==> config.mk <==
export PLATFORM = sky130hd
export DESIGN_NAME = switch_allocator
export DESIGN_NICKNAME = d
export VERILOG_FILES = /design/src/rtl/switch_allocator.sv
export SDC_FILE = /design/constraint.sdc
export NUM_CORES = 1
export LEC_CHECK = 0
export CAP_MARGIN = 20
export CORE_UTILIZATION = 30
export CTS_CLUSTER_DIAMETER = 50
export DETAILED_ROUTE_END_ITERATION = 7
export GPL_ROUTABILITY_DRIVEN = 1
export PLACE_DENSITY = 0.51
export SLEW_MARGIN = 20
export SYNTH_ARGS = -nofsm -noshare
export SYNTH_HDL_FRONTEND = slang
export SYNTH_SLANG_ARGS = --single-unit
==> constraint.sdc <==
create_clock -name clk -period 2.9 [get_ports clk]
set_clock_uncertainty 0.05 [all_clocks]
set_input_delay 0.58 -clock clk [delete_from_list [all_inputs] [get_ports clk]]
set_output_delay 0.58 -clock clk [all_outputs]
set_load 0.01 [all_outputs]
==> src/rtl/switch_allocator.sv <==
// rtl/switch_allocator.sv - per-output wormhole switch allocator with round-robin arbitration
module switch_allocator #(
  parameter int n_in_ports  = 5,
  parameter int n_out_ports = 5,
  parameter int idx_width   = 3
) (
  input  logic                             clk,
  input  logic                             rst,
  input  logic [n_in_ports-1:0]            req_valid,
  input  logic [n_in_ports*idx_width-1:0]  req_dest,
  input  logic [n_in_ports-1:0]            req_tail,
  input  logic [n_out_ports-1:0]           out_ready,
  output logic [n_in_ports-1:0]            grant,
  output logic [n_out_ports*idx_width-1:0] sel,
  output logic [n_out_ports-1:0]           sel_valid
);

  localparam logic [idx_width-1:0] LastInit = idx_width'(n_in_ports - 1);

  // per-output registered state: lock flag, owning input, last input granted
  logic [n_out_ports-1:0] r_locked;
  logic [idx_width-1:0]   r_owner [n_out_ports];
  logic [idx_width-1:0]   r_last  [n_out_ports];

  logic [n_out_ports-1:0] w_locked_nxt;
  logic [idx_width-1:0]   w_owner_nxt [n_out_ports];
  logic [idx_width-1:0]   w_last_nxt  [n_out_ports];

  logic [idx_width-1:0]   w_dest      [n_in_ports];
  logic [n_in_ports-1:0]  w_hit       [n_out_ports];
  logic [n_in_ports-1:0]  w_own       [n_out_ports];
  logic [n_in_ports-1:0]  w_owns_any;
  logic [n_in_ports-1:0]  w_cand      [n_out_ports];
  logic [n_in_ports-1:0]  w_xfer      [n_out_ports];
  logic [n_out_ports-1:0] w_tail_xfer;
  logic [idx_width-1:0]   w_pick      [n_out_ports];
  logic [n_out_ports-1:0] w_pick_ok;

  // decode destination fields; hit = input i requests output o, own = output o locked to input i
  always_comb begin
    w_dest = '{default: '0};
    w_hit  = '{default: '0};
    w_own  = '{default: '0};
    for (int i = 0; i < n_in_ports; i++) begin
      w_dest[i] = req_dest[i*idx_width +: idx_width];
    end
    for (int o = 0; o < n_out_ports; o++) begin
      for (int i = 0; i < n_in_ports; i++) begin
        w_hit[o][i] = req_valid[i] && (w_dest[i] == idx_width'(o));
        w_own[o][i] = r_locked[o] && (r_owner[o] == idx_width'(i));
      end
    end
  end

  // candidates exclude current owners; a transfer needs owner, matching request and ready
  always_comb begin
    w_owns_any  = '0;
    w_cand      = '{default: '0};
    w_xfer      = '{default: '0};
    w_tail_xfer = '0;
    for (int o = 0; o < n_out_ports; o++) begin
      w_owns_any = w_owns_any | w_own[o];
    end
    for (int o = 0; o < n_out_ports; o++) begin
      w_cand[o]      = w_hit[o] & ~w_owns_any;
      w_xfer[o]      = w_own[o] & w_hit[o] & {n_in_ports{out_ready[o]}};
      w_tail_xfer[o] = |(w_xfer[o] & req_tail);
    end
  end

  // round-robin pick: lowest candidate above last, else lowest candidate at or below last
  always_comb begin
    w_pick    = '{default: '0};
    w_pick_ok = '0;
    for (int o = 0; o < n_out_ports; o++) begin
      for (int i = n_in_ports - 1; i >= 0; i--) begin
        if (w_cand[o][i] && (idx_width'(i) <= r_last[o])) begin
          w_pick[o]    = idx_width'(i);
          w_pick_ok[o] = 1'b1;
        end
      end
      for (int i = n_in_ports - 1; i >= 0; i--) begin
        if (w_cand[o][i] && (idx_width'(i) > r_last[o])) begin
          w_pick[o]    = idx_width'(i);
          w_pick_ok[o] = 1'b1;
        end
      end
    end
  end

  // next state: IDLE locks onto the pick, LOCKED releases only on a tail transfer
  always_comb begin
    w_locked_nxt = r_locked;
    w_owner_nxt  = r_owner;
    w_last_nxt   = r_last;
    for (int o = 0; o < n_out_ports; o++) begin
      if (!r_locked[o]) begin
        if (w_pick_ok[o]) begin
          w_locked_nxt[o] = 1'b1;
          w_owner_nxt[o]  = w_pick[o];
        end
      end else if (w_tail_xfer[o]) begin
        w_locked_nxt[o] = 1'b0;
        w_last_nxt[o]   = r_owner[o];
      end
    end
  end

  // state register; reset gives input 0 first priority everywhere
  always_ff @(posedge clk or posedge rst) begin
    if (rst) begin
      r_locked <= '0;
      for (int o = 0; o < n_out_ports; o++) begin
        r_owner[o] <= '0;
        r_last[o]  <= LastInit;
      end
    end else begin
      r_locked <= w_locked_nxt;
      r_owner  <= w_owner_nxt;
      r_last   <= w_last_nxt;
    end
  end

  // outputs: combinational flit grant, crossbar select straight from registers
  always_comb begin
    grant     = '0;
    sel       = '0;
    sel_valid = r_locked;
    for (int o = 0; o < n_out_ports; o++) begin
      grant = grant | w_xfer[o];
      sel[o*idx_width +: idx_width] = r_owner[o];
    end
  end

endmodule

* After elaboration in Yosys (flattened, before gate mapping)
Index checks and enable logic that the tools add are counted.
Operators by class: order comparisons 50, equality and inequality tests 40, bitwise operators 34, mux-type cells 115, reductions and logical operators 125
Operator list (number):
- $mux 3 | 50
- $and 5x5->5 | 20
- $logic_and 1x1->1 | 100
- $mux 1 | 65
- $eq 3x2->1 const B | 20
- $or 5x5->5 | 8
- $eq 3x1->1 const B | 10
- $eq 3x3->1 const B | 10
- $gt 1x3->1 const A | 10
- $gt 2x3->1 const A | 10
- $le 1x3->1 const A | 10
- $le 2x3->1 const A | 10
- $logic_not 3->1 | 10
- $reduce_or 5->1 | 5
- $reduce_and 2->1 | 10
- $gt 3x3->1 const A | 5
- $le 3x3->1 const A | 5
- $not 1->1 | 5
- $not 5->5 | 1
Word-level totals: register bits 35, logic and storage cells 375

* Depth between registers and ports, before layout
Gate-level depths: netlist (run 1).
word-level depth 21, mapped depth 8, depth with buffers taken out 7

* Worst setup path after synthesis (run 1)
No wires, ideal clock.
path type register to register, from register r_locked[4], in the netlist sel_valid[4], to register r_owner (netlist bit sel[1]), stages on the path, launching flop included 9, slack 0.539 ns, clock period less this slack 2.361 ns, arrival time 2.186 ns, setup time 0.125 ns, data required time 2.725 ns, path through dfrtp_1 > buf_6 > and4bb_1 > nor4_1 > nand3_1 > o21ai_1 > a22oi_1 > a31oi_1 > mux2_2
On the way: word-level cells in the longest chain between the ends 16, elaborated cells on any way between the ends 38, classes of those cells mux (19); bitwise (3); reduce/logical (16)
RTL lines:
- from (decl) | RTL line 21 | logic [n_out_ports-1:0] r_locked;
- from (signal assigned) | RTL line 118 | r_locked <= w_locked_nxt;
- $logic_and 1x1->1 | RTL line 50 | w_own[o][i] = r_locked[o] && (r_owner[o] == idx_width'(i));
- $or 5x5->5 (*) | RTL line 62 | w_owns_any = w_owns_any | w_own[o];
- $not 5->5 (*) | RTL line 65 | w_cand[o] = w_hit[o] & ~w_owns_any;
- $and 5x5->5 (*) | RTL line 65
- $logic_and 1x1->1 | RTL line 77 | if (w_cand[o][i] && (idx_width'(i) <= r_last[o])) begin
- $mux 1 (5 in a row) | RTL line 77
- $mux 1 (5 in a row) | RTL line 83 | if (w_cand[o][i] && (idx_width'(i) > r_last[o])) begin
- $reduce_and 2->1 (no source line)
- to (signal assigned) | RTL line 119 | r_owner <= w_owner_nxt;
- to (decl) | RTL line 22 | logic [idx_width-1:0] r_owner [n_out_ports];
Every way passes the cells marked *; elsewhere a longest branch is shown, timed or not. A chain may end at the register's enable or synchronous reset.

* Worst setup path in the final report (run 1)
from input req_valid[0], to output grant[0]
On the way: word-level cells in the longest chain between the ends 7, elaborated cells on any way between the ends 19, classes of those cells bitwise (14); reduce/logical (5)
RTL lines:
- from (decl) | RTL line 9 | input logic [n_in_ports-1:0] req_valid,
- $logic_and 1x1->1 | RTL line 49 | w_hit[o][i] = req_valid[i] && (w_dest[i] == idx_width'(o));
- $and 5x5->5 (2 in a row) | RTL line 66 | w_xfer[o] = w_own[o] & w_hit[o] & {n_in_ports{out_ready[o]}};
- $or 5x5->5 (3 in a row) | RTL line 130 | grant = grant | w_xfer[o];
- $or 5x5->5 (*) | RTL line 130
- to (decl) | RTL line 13 | output logic [n_in_ports-1:0] grant,
Marks and branches as above.

==> results by group, run 1 <==
Outcome
  – Outcome: finished, final reports clean

Setup path
  – Number of cells traversed by the worst register-to-register path: 8
  – Cell with the most instances on the worst path: nand3b_1
  – Launch point of the worst reg-to-reg path: sel[13]
  – Worst path required time: 2270 ps
  – Crit path arrival time: 2190 ps
  – Worst path slowest cell: clkdlybuf4s50_1
  – Crit Reg-Reg Endpoint: sel[1]
  – R2r setup slk: 270 ps
  – Cells along the critical path: clkdlybuf4s50_1 -> nor2b_1 -> nand3b_1 -> nor4_1 -> buf_4 -> nand3b_1 -> dlygate4sd2_1
  – Max FO, Critical Path: 2
  – Worst path max stage delay: 480 ps
  – Kind of critical path: in -> out
  – Kind of start point of the critical path: input pin
  – CP Capture Type: output pin

Pwr
  – Power share of the sequential group: 30.6%
  – Leakage power figure: 1.96 nW
  – Combinational power share: 57.2%
  – Int Power: 1.87 mW
  – Power share of the clock group: 12.2%
  – Switching share of power: 45.8%
  – Total chip power: 3.44 mW
  – Peak VDD IR: 0.000404 V
  – Net switching power: 1.58 mW
  – Pwr/cell area: 735 nW/um2

Placed design
  – Placed cell count: 647
  – DPL Wire Length: 9820 um
  – Weighted congestion at the end of routability-driven global placement: 0.898
  – Number of buffers added on ports: 56

Routing
  – Drt wl/cell: 18.8 um
  – Antenna Nets Post-Route: 0
  – DR pass1 iterations: 5
  – Overall routed net length: 12,300 um
  – Initial DRC count: 345
  – DR vias: 3,842
  – Via density per instance: 5.87
  – Post-route DRC violation count: 0

Worst hold path
  – Hold Path Sink: r_last[14]
  – Hold Startpoint: r_last[14]
  – Number of instances on the worst hold path: 2
  – Path type of the worst min-delay path: reg -> reg

Synthesis
  – Cell taking the most area after synthesis: dfrtp_1
  – Cells after Synth: 392
  – Top cell type's share of synthesized area: 23.2%
  – Cell types with the largest area share after synthesis: dfrtp_1 (23%), dfstp_2 (4.1%), nand2_1 (3.9%)
  – Post-synthesis instance area: 3240 um2
  – Yosys cell types: 74
  – Number of nets produced by synthesis: 424
  – Flip-flop and latch count after synthesis: 35
  – Sequential cell area fraction in the yosys report: 27.3%
  – Number of enable flip-flop cells after synthesis: 0
  – Yosys synthesis warning count: 0
  – Average instance area after synthesis: 8.26 um2
  – Share of synthesized registers carrying an async set or reset: 100%
  – Most common flop cell mapped by yosys: dfrtp_1

Die
  – Initial standard-cell utilization of the core: 31.2%
  – Height of the chip: 106 um
  – Width of the die: 106 um
  – Area inside the core boundary: 10,400 um2
  – Boundary pin count: 57
  – Overall die area: 11,200 um2
  – Row Count: 37

Timing
  – Final Critical Period: 2820 ps
  – Achievable frequency: 354 MHz
  – Worst-case hold slack: 492 ps
  – Final count of pins violating max slew: 0
  – Final worst-path cycle share: 97.3%
  – Accumulated negative setup slack: 0 ps
  – Count of endpoints failing setup in the final report: 0
  – Max-Slew Margin vs Limit: 57.5%
  – Final hold violation count: 0
  – Unrepaired setup endpoints after global routing: false
  – Slew at the pin with the worst max-slew slack: 634 ps

CTS
  – Clock buffer depth: 2
  – Hold bufs inserted after CTS: 0
  – Clock slew seen by the registers of the worst setup and hold paths: 80 ps
  – Library cell used as clock root buffer: clkbuf_8
  – CTS tree: done
  – Setup repair bufs after CTS: 0
  – Count of clock tree sinks: 35
  – H-tree levels: 2
  – Clock latency of the later-clocked register in the worst-skew pair: 300 ps
  – Number of clock buffers inserted by TritonCTS: 5

Finish
  – Non-filler cells, final: 655
  – Area taken by multi-input logic gates: 2360 um2
  – Fill count: 1,073
  – Finished Core Util: 45.2%
  – Area Overhead vs Synth: 44.7%
  – Share of cells above drive strength 1: 26.4%
  – Nets: 550
  – Area taken by flip-flops and latches: 882 um2
  – Final antenna diode count: 0

Global route
  – Antenna violations before repair: 0
  – Global-route total usage across every layer: 22.6%
  – GRT Residual Overflow: 0
  – First-pass GRT wire length: 19,500 um
  – Number of global-route vias before repair: 3,643
  – Pin count of the biggest net entering global routing: 36

Run
  – Max-cap check violation count: 0
cell families after synthesis:
| family | Yosys count | synth area share, % |
|---|---|---|
| flops | 35 | 27.3 |
| mux | 5 | 1.70 |
| fa+ha+maj | 1 | 0.309 |
| buf+inv | 26 | 3.94 |
| compound gates | 115 | 25.4 |
| simple gates | 210 | 41.4 |
area by class of cell:
type                       instances  area share [%]
clock buffer                       8            2.14
inverter                          15            1.20
multi-input combinational        331            50.5
sequential                        35            18.8
tap                              136            3.63
timing repair buffer             130            23.7
sequential cells by signal (all words and copies together), names as in the netlist:
signal     cells
r_last        15
sel           15
sel_valid      5
cell usage after synthesis (7+ instances only):
master and count:
nand4_1 10, nor3_1 19, a31oi_1 12, o21a_1 7
nor4b_1 8, nor2_1 27, and4bb_2 7, a21oi_1 15
nand2b_1 8, o21ai_0 20, nand4b_1 8, inv_1 15
a21o_1 8, dfrtp_1 30, and3_1 10, nand2_1 34
nand3b_1 8, nand3_1 23
worst max path at each step:
stage                       from        to  slack, ps  cells past startpoint
floorplan           sel_valid[4]    sel[1]        540                      8
global placement     req_dest[4]  grant[1]       -490                      6
detailed placement   req_dest[4]  grant[1]       -510                      6
CTS                 req_valid[1]    sel[1]          8                     10
global route        req_dest[11]    sel[1]          4                     11
finish              req_valid[0]  grant[0]         80                      7
what timing repair did:
action / in CTS / in global routing
hold endpoints to repair: 0 / 0
resized for setup: 28 / 10
setup endpoints to repair: 5 / 5
pin swaps: 1 / 1
placed cells by master (no fill, tap or decap), types with 8 or more instances in the layout:
cell,instances
buf_4,74
clkdlybuf4s50_1,49
nand2_1,34
dfrtp_1,30
nor2_1,26
nand3_1,22
o21ai_0,20
inv_1,15
nor3_1,15
a21oi_1,15
a31oi_1,11
and3_1,10
nand4_1,10
nand4b_1,8
nand2b_1,8
nand3b_1,8
a21o_1,8
metrics by stage:
stage,setup WS [ps],area (um2)
finish,77.3,4680
global route,3.88,4680
CTS,7.74,4650
detailed placement,-511,4450
global placement,-485,4450
floorplan,539,3240
critical path, delay by kind of cell:
family,cells,cell delay [ps]
buffers and inverters,3,930
and+or+nand+nor,4,690
power groups by stage:
stage	registers, mW	clock network [mW]	logic [mW]
after floorplan	0.965	0	1.12
after global placement	1.03	0	1.90
after detailed placement	1.03	0	1.90
after CTS	1.04	0.430	1.94
after global routing	1.09	0.444	2.14
final	1.06	0.419	1.97
layer usage:
layer | global-route usage [%] | wire, um | part of all wire, %
met5 | 0 | 0 | 0
met4 | 6.25 | 238 | 1.9
met3 | 3.34 | 728 | 5.9
met2 | 37.0 | 5710 | 46
met1 | 30.7 | 5610 | 46
Note: power is estimated with default switching activity, not from simulation.
==> run 2, diff against run 1 <==
--- a/config.mk
+++ b/config.mk
@@ -5,6 +5,7 @@
 export SDC_FILE = /design/constraint.sdc
 export NUM_CORES = 1
 export LEC_CHECK = 0
+export ABC_CLOCK_PERIOD_IN_PS = 2900
 export CAP_MARGIN = 20
 export CORE_UTILIZATION = 30
 export CTS_CLUSTER_DIAMETER = 50
==> results of run 2 <==
No change in the layout: final DEF, timing and power equal those of run 1.
==> run 3, diff against run 2 <==
--- a/config.mk
+++ b/config.mk
@@ -8,7 +8,6 @@
 export ABC_CLOCK_PERIOD_IN_PS = 2900
 export CAP_MARGIN = 20
 export CORE_UTILIZATION = 30
-export CTS_CLUSTER_DIAMETER = 50
 export DETAILED_ROUTE_END_ITERATION = 7
 export GPL_ROUTABILITY_DRIVEN = 1
 export PLACE_DENSITY = 0.51
==> results of run 3 <==
No change in the layout: final DEF, timing and power equal those of run 1.
